===== src/rtl/seq_det_prog_moore.sv =====
// Runtime-programmable serial pattern detector (1..MAX_LEN bits) with a Moore detect flag.
// One edge of latency from the completing valid bit to out; the state freezes while in_valid=0.
module seq_det_prog_moore #(
  parameter int MAX_LEN = 8,
  parameter int LEN_W   = 4,
  parameter int CNT_W   = 16
) (
  input  logic               clk,
  input  logic               rst,
  input  logic               in,
  input  logic               in_valid,
  input  logic               cfg_load,
  input  logic [MAX_LEN-1:0] pattern,
  input  logic [LEN_W-1:0]   pat_len,
  input  logic               overlap_en,
  output logic               out,
  output logic [CNT_W-1:0]   match_cnt,
  output logic               cfg_err
);

  typedef enum logic [1:0] {
    S_SCAN  = 2'd0,
    S_MATCH = 2'd1,
    S_DIS   = 2'd2
  } state_t;

  state_t             state;
  logic [MAX_LEN-2:0] hist;
  logic [LEN_W-1:0]   fill;
  logic [MAX_LEN-1:0] pat;
  logic [LEN_W-1:0]   len;
  logic               ovl;

  logic [MAX_LEN-1:0] win;
  logic [MAX_LEN-1:0] mask;
  logic [LEN_W:0]     fill_inc;
  logic               len_ok;
  logic               hit;

  // The window is the history as it will look after this bit is shifted in.
  always_comb begin
    win      = {hist, in};
    mask     = '0;
    for (int i = 0; i < MAX_LEN; i++) begin
      if (i < int'(len)) mask[i] = 1'b1;
    end
    fill_inc = {1'b0, fill} + {{LEN_W{1'b0}}, 1'b1};
    hit      = (state != S_DIS) &&
               (fill_inc >= {1'b0, len}) &&
               (((win ^ pat) & mask) == '0);
    len_ok   = (pat_len != '0) && (pat_len <= LEN_W'(MAX_LEN));
  end

  always_ff @(posedge clk) begin
    if (rst) begin
      state     <= S_SCAN;
      hist      <= '0;
      fill      <= '0;
      out       <= 1'b0;
      match_cnt <= '0;
      cfg_err   <= 1'b0;
      pat       <= '0;
      len       <= LEN_W'(1);
      ovl       <= 1'b1;
    end else if (cfg_load) begin
      pat     <= pattern;
      len     <= pat_len;
      ovl     <= overlap_en;
      hist    <= '0;
      fill    <= '0;
      out     <= 1'b0;
      cfg_err <= !len_ok;
      state   <= len_ok ? S_SCAN : S_DIS;
    end else if (in_valid && (state != S_DIS)) begin
      hist  <= win[MAX_LEN-2:0];
      out   <= hit;
      state <= hit ? S_MATCH : S_SCAN;
      // Non-overlapping mode discards the matched bits so the next hit needs len fresh bits.
      if (hit && !ovl) begin
        fill <= '0;
      end else if (fill != LEN_W'(MAX_LEN)) begin
        fill <= fill + LEN_W'(1);
      end
      if (hit && (match_cnt != '1)) begin
        match_cnt <= match_cnt + CNT_W'(1);
      end
    end
  end

endmodule


===== config.mk =====
export PLATFORM = sky130hd
export DESIGN_NAME = seq_det_prog_moore
export DESIGN_NICKNAME = d
export VERILOG_FILES = /design/src/rtl/seq_det_prog_moore.sv
export SDC_FILE = /design/constraint.sdc
export NUM_CORES = 1
export LEC_CHECK = 0
export ABC_AREA = 1
export BUFFER_PORTS_ARGS = -buffer_cell sky130_fd_sc_hd__buf_2
export CORE_MARGIN = 10
export CORE_UTILIZATION = 30
export DETAILED_ROUTE_END_ITERATION = 12
export GPL_ROUTABILITY_DRIVEN = 0
export PLACE_DENSITY_LB_ADDON = 0.3
export SYNTH_ARGS = -nofsm -noshare
export SYNTH_HDL_FRONTEND = slang
export SYNTH_SLANG_ARGS = --single-unit

===== constraint.sdc =====
create_clock -name clk -period 2.3 [get_ports clk]
set_input_delay 0.23 -clock clk [delete_from_list [all_inputs] [get_ports clk]]
set_output_delay 0.23 -clock clk [all_outputs]
set_load 0.02 [all_outputs]

==> reports/qor.yml, run 1 <==
clkSinkCount: 44
core_um2: 7770
dieHeight_um: 110
whs_path_depth: 3
cp-end-kind: "flip-flop"
final-setup-viol-count: 0
ir_worst_vdd_mv: 0.287
p_clk_share_pct: 36.6
yosysUniqueCellTypes: 29
synth_warnings: 0
synth-xor-area-share_pct: 6.19
port_buffers: 35
viasPerCell: 4.69
worst_clock_skew_ns: 0.0105
worstSetupStartpointType: "flip-flop"
r2r_end: "match_cnt[2]"
grtUsageTotal_pct: 10.5
ctsLongestPathBuffers: 2
grt_overflow: 0
ys_seq_area_share_pct: 36.6
ioPinCount: 36
finalSetupTns_ns: 0
vias: 2276
r2r_cells: 12
pwr-share-comb_pct: 14.0
synth_compound_area_share_pct: 12.1
p_total_mw: 1.63
grt_pass1_wl_um: 10300
crit_cells: 12
cp_cell_sequence: "inv_1, ha_1, ha_1, nand2_1, nand2_1, a21oi_1, inv_1, nand2_2, nor2_4, nand3_4, nand2_1, a21oi_1"
fill_cells: 858
rsz0062_at_grt: "no"
min_path_type: "primary input to flip-flop"
ant_nets: 0
diodes: 0
crit_slowest_cell: "dfxtp_1"
synth_top_area_share_pct: 36.6
status: "finished, final reports clean"
synth_top_family_by_area: "simple AND/OR/NAND/NOR gates"
synthToLayoutAreaGrowth_pct: 16.7
synthMuxAreaShare_pct: 0
drtIter0Drc: 57
dp_hpwl_um: 4620
layout-drive-gt1-share_pct: 17.0
yosys.area.top_type: "dfxtp_1"
worstReg2RegStart: "fill[0]"
die-area_um2: 12000
layout_common_cells: "nand2_1, dfxtp_1, inv_1, buf_2, a21oi_1"
h-tree-depth: 2
min_from: "pattern[3]"
start_util_pct: 31.0
dpl-instance-area_um2: 2680
crit_family: "simple AND/OR/NAND/NOR gates"
min_to: "pat[3]"
finalMaxSlewViolations: 0
num_rows: 32
p_int_mw: 1.19
power_density_nw_per_um2: 579
synth-simple-area-share_pct: 32.0
grt_max_degree: 19
max_cap_violations: 0
tightest_slew_ns: 0.845
syn_nets: 370
max_freq_mhz: 485
p_leak_nw: 1.21
avgSynthCellArea_um2: 6.97
relSlewSlack_pct: 43.4
min_period_ns: 2.06
postSynthCellCount: 345
seq_power_share_pct: 49.4
nets: 407
cts-root-buf: "clkbuf_8"
syn_area_um2: 2410
timing.hold.ws_ns: 0.124
sw_frac_of_total_pct: 26.9
drtPass1Iterations: 4
finalNonFillerCells: 485
timing.critical_path.mode_cell: "nand2_1"
wl_um: 6120
clk_pin_slew_ns: 0.09
cp.arrival_ns: 2.23
cts_buffers: 5
cts_tree: "built"
first_global_vias: 2233
critPathKind: "flip-flop to flip-flop"
clk_latency_ns: 0.30
dp_cells: 475
pre_cts_ws_ns: -0.0826
synth_area_leaders: "dfxtp_1, nand2_1, inv_1"
finish.utilization_pct: 36.2
finalInstanceArea_um2: 2810
critical-path-max-stage-delay_ns: 0.41
wl_per_cell_um: 12.6
synth_fa_ha_area_share_pct: 3.64
ff2ff_setup_slack_ns: 0.24
power.switching_uw: 438
drc: 0
layout_commonest_cell: "nand2_1"
ys_ff_latch: 44
antenna_found_initial: 0
setup_ws_ns: 0.239
hold_violations: 0
die_w_um: 110
holdBufCountCts: 0
cp_max_fo: 16
period_share_pct: 89.6
cp_num_buf_inv: 2
critPathRequiredTime_ns: 2.47
[routing by layer]
metal,vias to the layer above,share of wire (%),GRT usage (%)
met3,4,5.9,3.22
li1,1197,-,-
met4,0,0.57,1.95
met5,-,0,0
met2,44,44,16.9
met1,1031,49,13.6
[worst max path at each step]
| stage | from | to | slack (ns) |
|---|---|---|---|
| 6_report | fill[0] | match_cnt[2] | 0.24 |
| 5_1_grt | fill[0] | fill[0] | 0.02 |
| 4_1_cts | fill[0] | match_cnt[2] | 0.23 |
| 3_5_place_dp | fill[0] | match_cnt[2] | -0.08 |
| 3_3_place_gp | fill[0] | match_cnt[7] | 0.02 |
| 2_1_floorplan | fill[0] | match_cnt[8] | 0.32 |
[flip-flops by register name (all words and copies together), names as in the netlist]
| name | count |
|---|---|
| state | 2 |
| cfg_err | 1 |
| pat | 8 |
| len | 4 |
| hist | 7 |
| match_cnt | 16 |
| ovl | 1 |
| out | 1 |
| fill | 4 |
[power by group through the flow]
stage          logic [mW]  registers [mW]  clock network, mW
4_1_cts             0.232           0.804              0.613
3_3_place_gp        0.219           0.822                  0
2_1_floorplan       0.162           0.822                  0
3_5_place_dp        0.222           0.822                  0
6_report            0.228           0.804              0.595
5_1_grt             0.263           0.808              0.650
[cell usage after synthesis]
| cell type | number |
|---|---|
| o21ai_2 | 1 |
| nand2_1 | 86 |
| o31ai_1 | 1 |
| clkbuf_1 | 7 |
| dfxtp_1 | 44 |
| nor3_2 | 1 |
| ha_1 | 7 |
| or2_2 | 1 |
| nand2_2 | 5 |
| inv_1 | 43 |
| a22o_1 | 2 |
| o21ai_1 | 1 |
| buf_6 | 2 |
| nor2_4 | 2 |
| nand4_1 | 20 |
| nor3_1 | 4 |
| inv_2 | 1 |
| buf_2 | 3 |
| nand3b_1 | 2 |
| nand3_4 | 1 |
| xnor2_1 | 4 |
| o22ai_1 | 3 |
| o21ai_0 | 14 |
| nand3_1 | 19 |
| xor2_1 | 13 |
| a21oi_2 | 2 |
| nor2_2 | 1 |
| nor2_1 | 26 |
| a21oi_1 | 29 |
[final cells by class]
class	count	area, um2	area share [%]
Timing Repair Buffer	42	228	8.11
Multi-Input combinational cell	245	1300	46.1
Clock buffer	5	68.8	2.45
Clock inverter	3	42.5	1.51
Tap cell	102	128	4.54
Inverter	44	165	5.88
Sequential cell	44	881	31.4
[worst min-delay path, stage by stage]
cell and delay [ns]:
buf_2 0.07, nand2_1 0.04, nand2_1 0.05
[kinds of logic (layout without fill, tap and decap cells)]
group	after synthesis	after routing
adder cells (fa/ha/maj)	7	7
XOR/XNOR	17	17
flip-flops	44	44
AND/OR/NAND/NOR	168	168
buffers and inverters	56	94
AO/OA/AOI/OAI	53	53
[repair_timing]
action                     CTS  global route
gates resized for setup      0             0
setup buffers                2             0
setup endpoints to repair   16             0
No activity file was read; power rests on OpenSTA's default activity.
==> inputs of run 2 (changes only) <==
--- a/config.mk
+++ b/config.mk
@@ -6,12 +6,13 @@
 export NUM_CORES = 1
 export LEC_CHECK = 0
 export ABC_AREA = 1
-export BUFFER_PORTS_ARGS = -buffer_cell sky130_fd_sc_hd__buf_2
 export CORE_MARGIN = 10
 export CORE_UTILIZATION = 30
 export DETAILED_ROUTE_END_ITERATION = 12
+export DONT_BUFFER_PORTS = 1
 export GPL_ROUTABILITY_DRIVEN = 0
 export PLACE_DENSITY_LB_ADDON = 0.3
+export REMOVE_ABC_BUFFERS = 1
 export SYNTH_ARGS = -nofsm -noshare
 export SYNTH_HDL_FRONTEND = slang
 export SYNTH_SLANG_ARGS = --single-unit
==> reports/qor.yml, run 2 (same netlist as run 1, synthesis figures left out) <==
dpl-instance-area_um2: 2610  # -2.9%
p_leak_nw: 1.13  # -7.4%
critPathRequiredTime_ns: 2.45  # -0.02 ns
viasPerCell: 4.71  # +0.37%
worstSetupStartpointType: "flip-flop"
worst_clock_skew_ns: 0.00869  # -0.00182 ns
port_buffers: 0  # -100%
wl_um: 6200  # +1.3%
drc: 0  # unchanged
relSlewSlack_pct: 49.5  # +6.0 points
wl_per_cell_um: 13.4  # +6.3%
die-area_um2: 12000  # unchanged
dieHeight_um: 110  # unchanged
ioPinCount: 36  # unchanged
fill_cells: 870  # +1.4%
power_density_nw_per_um2: 608  # +4.9%
final-setup-viol-count: 0  # unchanged
grt_overflow: 0  # unchanged
max_freq_mhz: 480  # -1.1%
cts_tree: "built"
clkSinkCount: 44  # unchanged
drtPass1Iterations: 4  # unchanged
h-tree-depth: 2  # unchanged
ctsLongestPathBuffers: 2  # unchanged
layout-drive-gt1-share_pct: 11.9  # -5.0 points
cts_buffers: 5  # unchanged
clk_latency_ns: 0.29  # about the same
cp_max_fo: 16  # unchanged
drtIter0Drc: 51  # -11%
grt_max_degree: 18  # -1
grt_pass1_wl_um: 10500  # +1.9%
cp-end-kind: "flip-flop"
cts_setup_buffers: 0  # -2
cp.arrival_ns: 2.23  # about the same
diodes: 0  # unchanged
ir_worst_vdd_mv: 0.247  # -14%
ant_nets: 0  # unchanged
start_util_pct: 31.0  # unchanged
die_w_um: 110  # unchanged
tightest_slew_ns: 0.755  # -0.0901 ns
finish.utilization_pct: 35.4  # -0.76 points
first_global_vias: 2164  # -3.1%
layout_common_cells: "nand2_1, inv_1, dfxtp_1, a21oi_1, nor2_1"
period_share_pct: 90.6  # +1.0 points
min_path_type: "primary input to flip-flop"
hold_violations: 0  # unchanged
clk_pin_slew_ns: 0.09  # about the same
top_register: "match_cnt"
layout_commonest_cell: "nand2_1"
max_cap_violations: 0  # unchanged
cts-root-buf: "clkbuf_8"
status: "finished, final reports clean"
critPathKind: "flip-flop to flip-flop"
largest_reg_flops: 16  # unchanged
finalMaxSlewViolations: 0  # unchanged
finalInstanceArea_um2: 2750  # -2.1%
antenna_found_initial: 0  # unchanged
core_um2: 7770  # unchanged
num_rows: 32  # unchanged
finalSetupTns_ns: 0  # unchanged
vias: 2176  # -4.4%
nets: 384  # -5.7%
largestRegisters: "match_cnt x16, pat x8, hist x7"
min_period_ns: 2.08  # +0.0230 ns
dp_hpwl_um: 4620  # unchanged
synthToLayoutAreaGrowth_pct: 14.3
grtUsageTotal_pct: 10.7  # +0.24 points
==> run 2: path summary, 6_finish.rpt <==
path | start | to | slack (ns) | cells past startpoint
min reg2reg | hist[6] | hist[6] | 0.47 | 2
min | pattern[3] | pat[3] | 0.04 | 2
max | fill[0] | match_cnt[1] | 0.22 | 12
max reg2reg | fill[0] | match_cnt[1] | 0.22 | 12
==> run 2: power breakdown <==
part	internal [mW]	total (mW)	switching, mW
clock network	0.384	0.651	0.267
logic	0.0721	0.213	0.141
registers	0.787	0.807	0.0206
==> run 2: layer usage <==
layer	track usage [%]	wire [um]	share of wire (%)
met2	17.0	2750	44
met3	4.68	597	9.6
met4	2.23	59	0.95
met5	0	0	0
met1	13.2	2790	45
==> run 2: final cells by class <==
cell class | count | area (um2) | share of cell area (%)
multi-input combinational | 245 | 1300 | 47.4
sequential | 44 | 882 | 32.1
inverter | 44 | 165 | 6.01
timing repair buffer | 19 | 145 | 5.28
tap | 102 | 128 | 4.64
clock buffer | 7 | 96.3 | 3.50
clock inverter | 1 | 30.0 | 1.09
==> run 2: metrics by stage <==
| stage | total power [mW] | cells | worst slack, ns | hold slack [ns] |
|---|---|---|---|---|
| CTS | 1.69 | 462 | 0.162 | 0.0301 |
| finish | 1.67 | 462 | 0.216 | 0.0351 |
| global route | 1.77 | 462 | -0.0260 | 0.0333 |
| global placement | 1.03 | 453 | 0.255 | 0.296 |
| detailed placement | 1.03 | 453 | 0.226 | 0.299 |
| floorplan | 0.966 | 333 | 0.253 | 0.292 |
==> run 2: worst max-delay path, stage by stage (launching register included) <==
cell and delay (ns):
dfxtp_2 0.38, inv_1 0.07, ha_1 0.31, ha_1 0.28, nand2_1 0.05, nand2_1 0.05, a21oi_1 0.07, inv_1 0.07
nand2_2 0.06, nor2_4 0.18, nand3_4 0.24, nand2_1 0.13, a21oi_1 0.06
==> run 2: what timing repair did <==
| item | in CTS | in global routing |
|---|---|---|
| endpoints found under the setup margin | 0 | 15 |
| hold endpoints to repair | 16 | 0 |
| hold buffers | 1 | 0 |
| gates resized for setup | 0 | 2 |
==> inputs of run 3 (changes only) <==
==> constraint.sdc (replaced) <==
create_clock -name clk -period 2.3 [get_ports clk]
set_input_delay 0.23 -clock clk [delete_from_list [all_inputs] [get_ports clk]]
set_output_delay 0.23 -clock clk [all_outputs]
set_load 0.01 [all_outputs]
==> reports/qor.yml, run 3 (same netlist as run 1, synthesis figures left out) <==
min_period_ns: 2.08  # -0.00515 ns
largest_reg_flops: 16  # unchanged
drc: 0  # unchanged
p_leak_nw: 1.07  # -4.5%
cp.arrival_ns: 2.25  # +0.02 ns
grt_overflow: 0  # unchanged
die_w_um: 110  # unchanged
relSlewSlack_pct: 47.0  # -2.4 points
hold_violations: 0  # unchanged
sw_frac_of_total_pct: 26.9  # +1.2 points
layout-drive-gt1-share_pct: 9.92  # -2.0 points
dieHeight_um: 110  # unchanged
worst_clock_skew_ns: 0.00999  # +0.00130 ns
cp_max_fo: 9  # -7
nets: 377  # -1.8%
vias: 2162  # -0.64%
critical-path-max-stage-delay_ns: 0.41  # +0.03 ns
diodes: 0  # unchanged
dpl-instance-area_um2: 2540  # -2.6%
tightest_slew_ns: 0.792  # +0.0365 ns
antenna_found_initial: 0  # unchanged
pre_cts_ws_ns: -0.0708  # -0.297 ns
synthToLayoutAreaGrowth_pct: 11.2
crit_slowest_cell: "dfxtp_1"
setup_ws_ns: 0.221  # +0.00515 ns
dp_cells: 444  # -2.0%
port_buffers: 0  # unchanged
wl_um: 6150  # -0.77%
grt_pass1_wl_um: 10300  # -1.1%
h-tree-depth: 2  # unchanged
seq_power_share_pct: 50.1  # +1.8 points
grtUsageTotal_pct: 10.7  # -0.059 points
largestRegisters: "match_cnt x16, pat x8, hist x7"
dp_hpwl_um: 4520  # -2.2%
final-setup-viol-count: 0  # unchanged
layout_commonest_cell: "nand2_1"
finalNonFillerCells: 455  # -1.5%
pwr-share-comb_pct: 13.0  # +0.2 points
grt_max_degree: 18  # unchanged
cp_cell_sequence: "ha_1, xor2_1, ha_1, nand2_1, inv_1, a21oi_1, inv_1, nand2_2, nor2_4, buf_4, nand2_1, a21oi_1"
status: "finished, final reports clean"
critPathKind: "flip-flop to flip-flop"
clk_latency_ns: 0.30  # about the same
die-area_um2: 12000  # unchanged
first_global_vias: 2091  # -3.4%
core_um2: 7770  # unchanged
start_util_pct: 31.0  # unchanged
max_freq_mhz: 481  # +0.25%
top_register: "match_cnt"
max_cap_violations: 0  # unchanged
ant_nets: 0  # unchanged
finish.utilization_pct: 34.5  # -0.95 points
viasPerCell: 4.75  # +0.89%
finalMaxSlewViolations: 0  # unchanged
worstSetupStartpointType: "flip-flop"
rsz0062_at_grt: "no"
cp-end-kind: "flip-flop"
clkSinkCount: 44  # unchanged
cts_buffers: 5  # unchanged
finalInstanceArea_um2: 2680  # -2.7%
clk_pin_slew_ns: 0.09  # about the same
p_int_mw: 1.18  # -5.1%
ir_worst_vdd_mv: 0.331  # +34%
cts_tree: "built"
ioPinCount: 36  # unchanged
ctsLongestPathBuffers: 2  # unchanged
min_path_type: "primary input to flip-flop"
critPathRequiredTime_ns: 2.47  # +0.02 ns
layout_common_cells: "nand2_1, dfxtp_1, inv_1, a21oi_1, nor2_1"
p_clk_share_pct: 36.9  # -2.0 points
wl_per_cell_um: 13.5  # +0.75%
power_density_nw_per_um2: 602  # -0.88%
power.switching_uw: 433  # +0.93%
drtPass1Iterations: 4  # unchanged
drtIter0Drc: 65  # +27%
num_rows: 32  # unchanged
period_share_pct: 90.4  # -0.22 points
cts-root-buf: "clkbuf_8"
==> run 3: path summary, 6_finish.rpt <==
| path | cells after the start | start | slack [ns] | end |
|---|---|---|---|---|
| min | 2 | pattern[3] | 0.03 | pat[3] |
| max | 12 | fill[0] | 0.22 | state[0] |
| max reg2reg | 12 | fill[0] | 0.22 | state[0] |
| min reg2reg | 2 | ovl | 0.47 | ovl |
==> run 3: power groups by stage <==
stage / clock [mW] / sequential (mW) / combinational, mW
global route: 0.649 / 0.811 / 0.241
detailed placement: 0 / 0.825 / 0.194
floorplan: 0 / 0.820 / 0.144
finish: 0.595 / 0.807 / 0.210
global placement: 0 / 0.825 / 0.193
CTS: 0.619 / 0.808 / 0.211
==> run 3: what timing repair did <==
action,CTS,global route
endpoints found under the setup margin,16,1
endpoints found under the hold margin,16,0
resized for setup,0,1
pin swaps,1,0
hold buffers,1,0
buffers inserted,2,0
==> run 3: metrics by stage <==
step / hold WS (ns) / power, mW / setup TNS (ns)
2_1_floorplan: 0.292 / 0.964 / 0
3_3_place_gp: 0.296 / 1.02 / 0
3_5_place_dp: 0.297 / 1.02 / -0.916
4_1_cts: 0.0249 / 1.64 / 0
5_1_grt: 0.0335 / 1.70 / 0
6_report: 0.0327 / 1.61 / 0
==> run 3: layout make-up <==
cell class / instances / area (um2)
multi-input combinational: 245 / 1300
inverter: 44 / 165
tap: 102 / 128
clock buffer: 5 / 68.8
timing repair buffer: 12 / 92.6
fill: 876 / 5090
clock inverter: 3 / 42.5
sequential: 44 / 881
==> run 3: per-layer routing <==
metal	up-vias	part of all wire [%]	global-route usage, %
met5	-	0	0
met4	0	1.1	2.60
met3	8	8.7	4.51
met2	46	44	16.7
met1	976	47	13.2
li1	1132	-	-
==> run 3: worst max-delay path: cells and delay by family, from the launching register on <==
| family | cells | cell delay (ns) |
|---|---|---|
| and+or+nand+nor | 4 | 0.28 |
| buffers and inverters | 3 | 0.27 |
| DFF | 1 | 0.41 |
| xor gates and xnor gates | 1 | 0.24 |
| AOI/OAI and AO/OA | 2 | 0.24 |
| adders and majority gates | 2 | 0.49 |
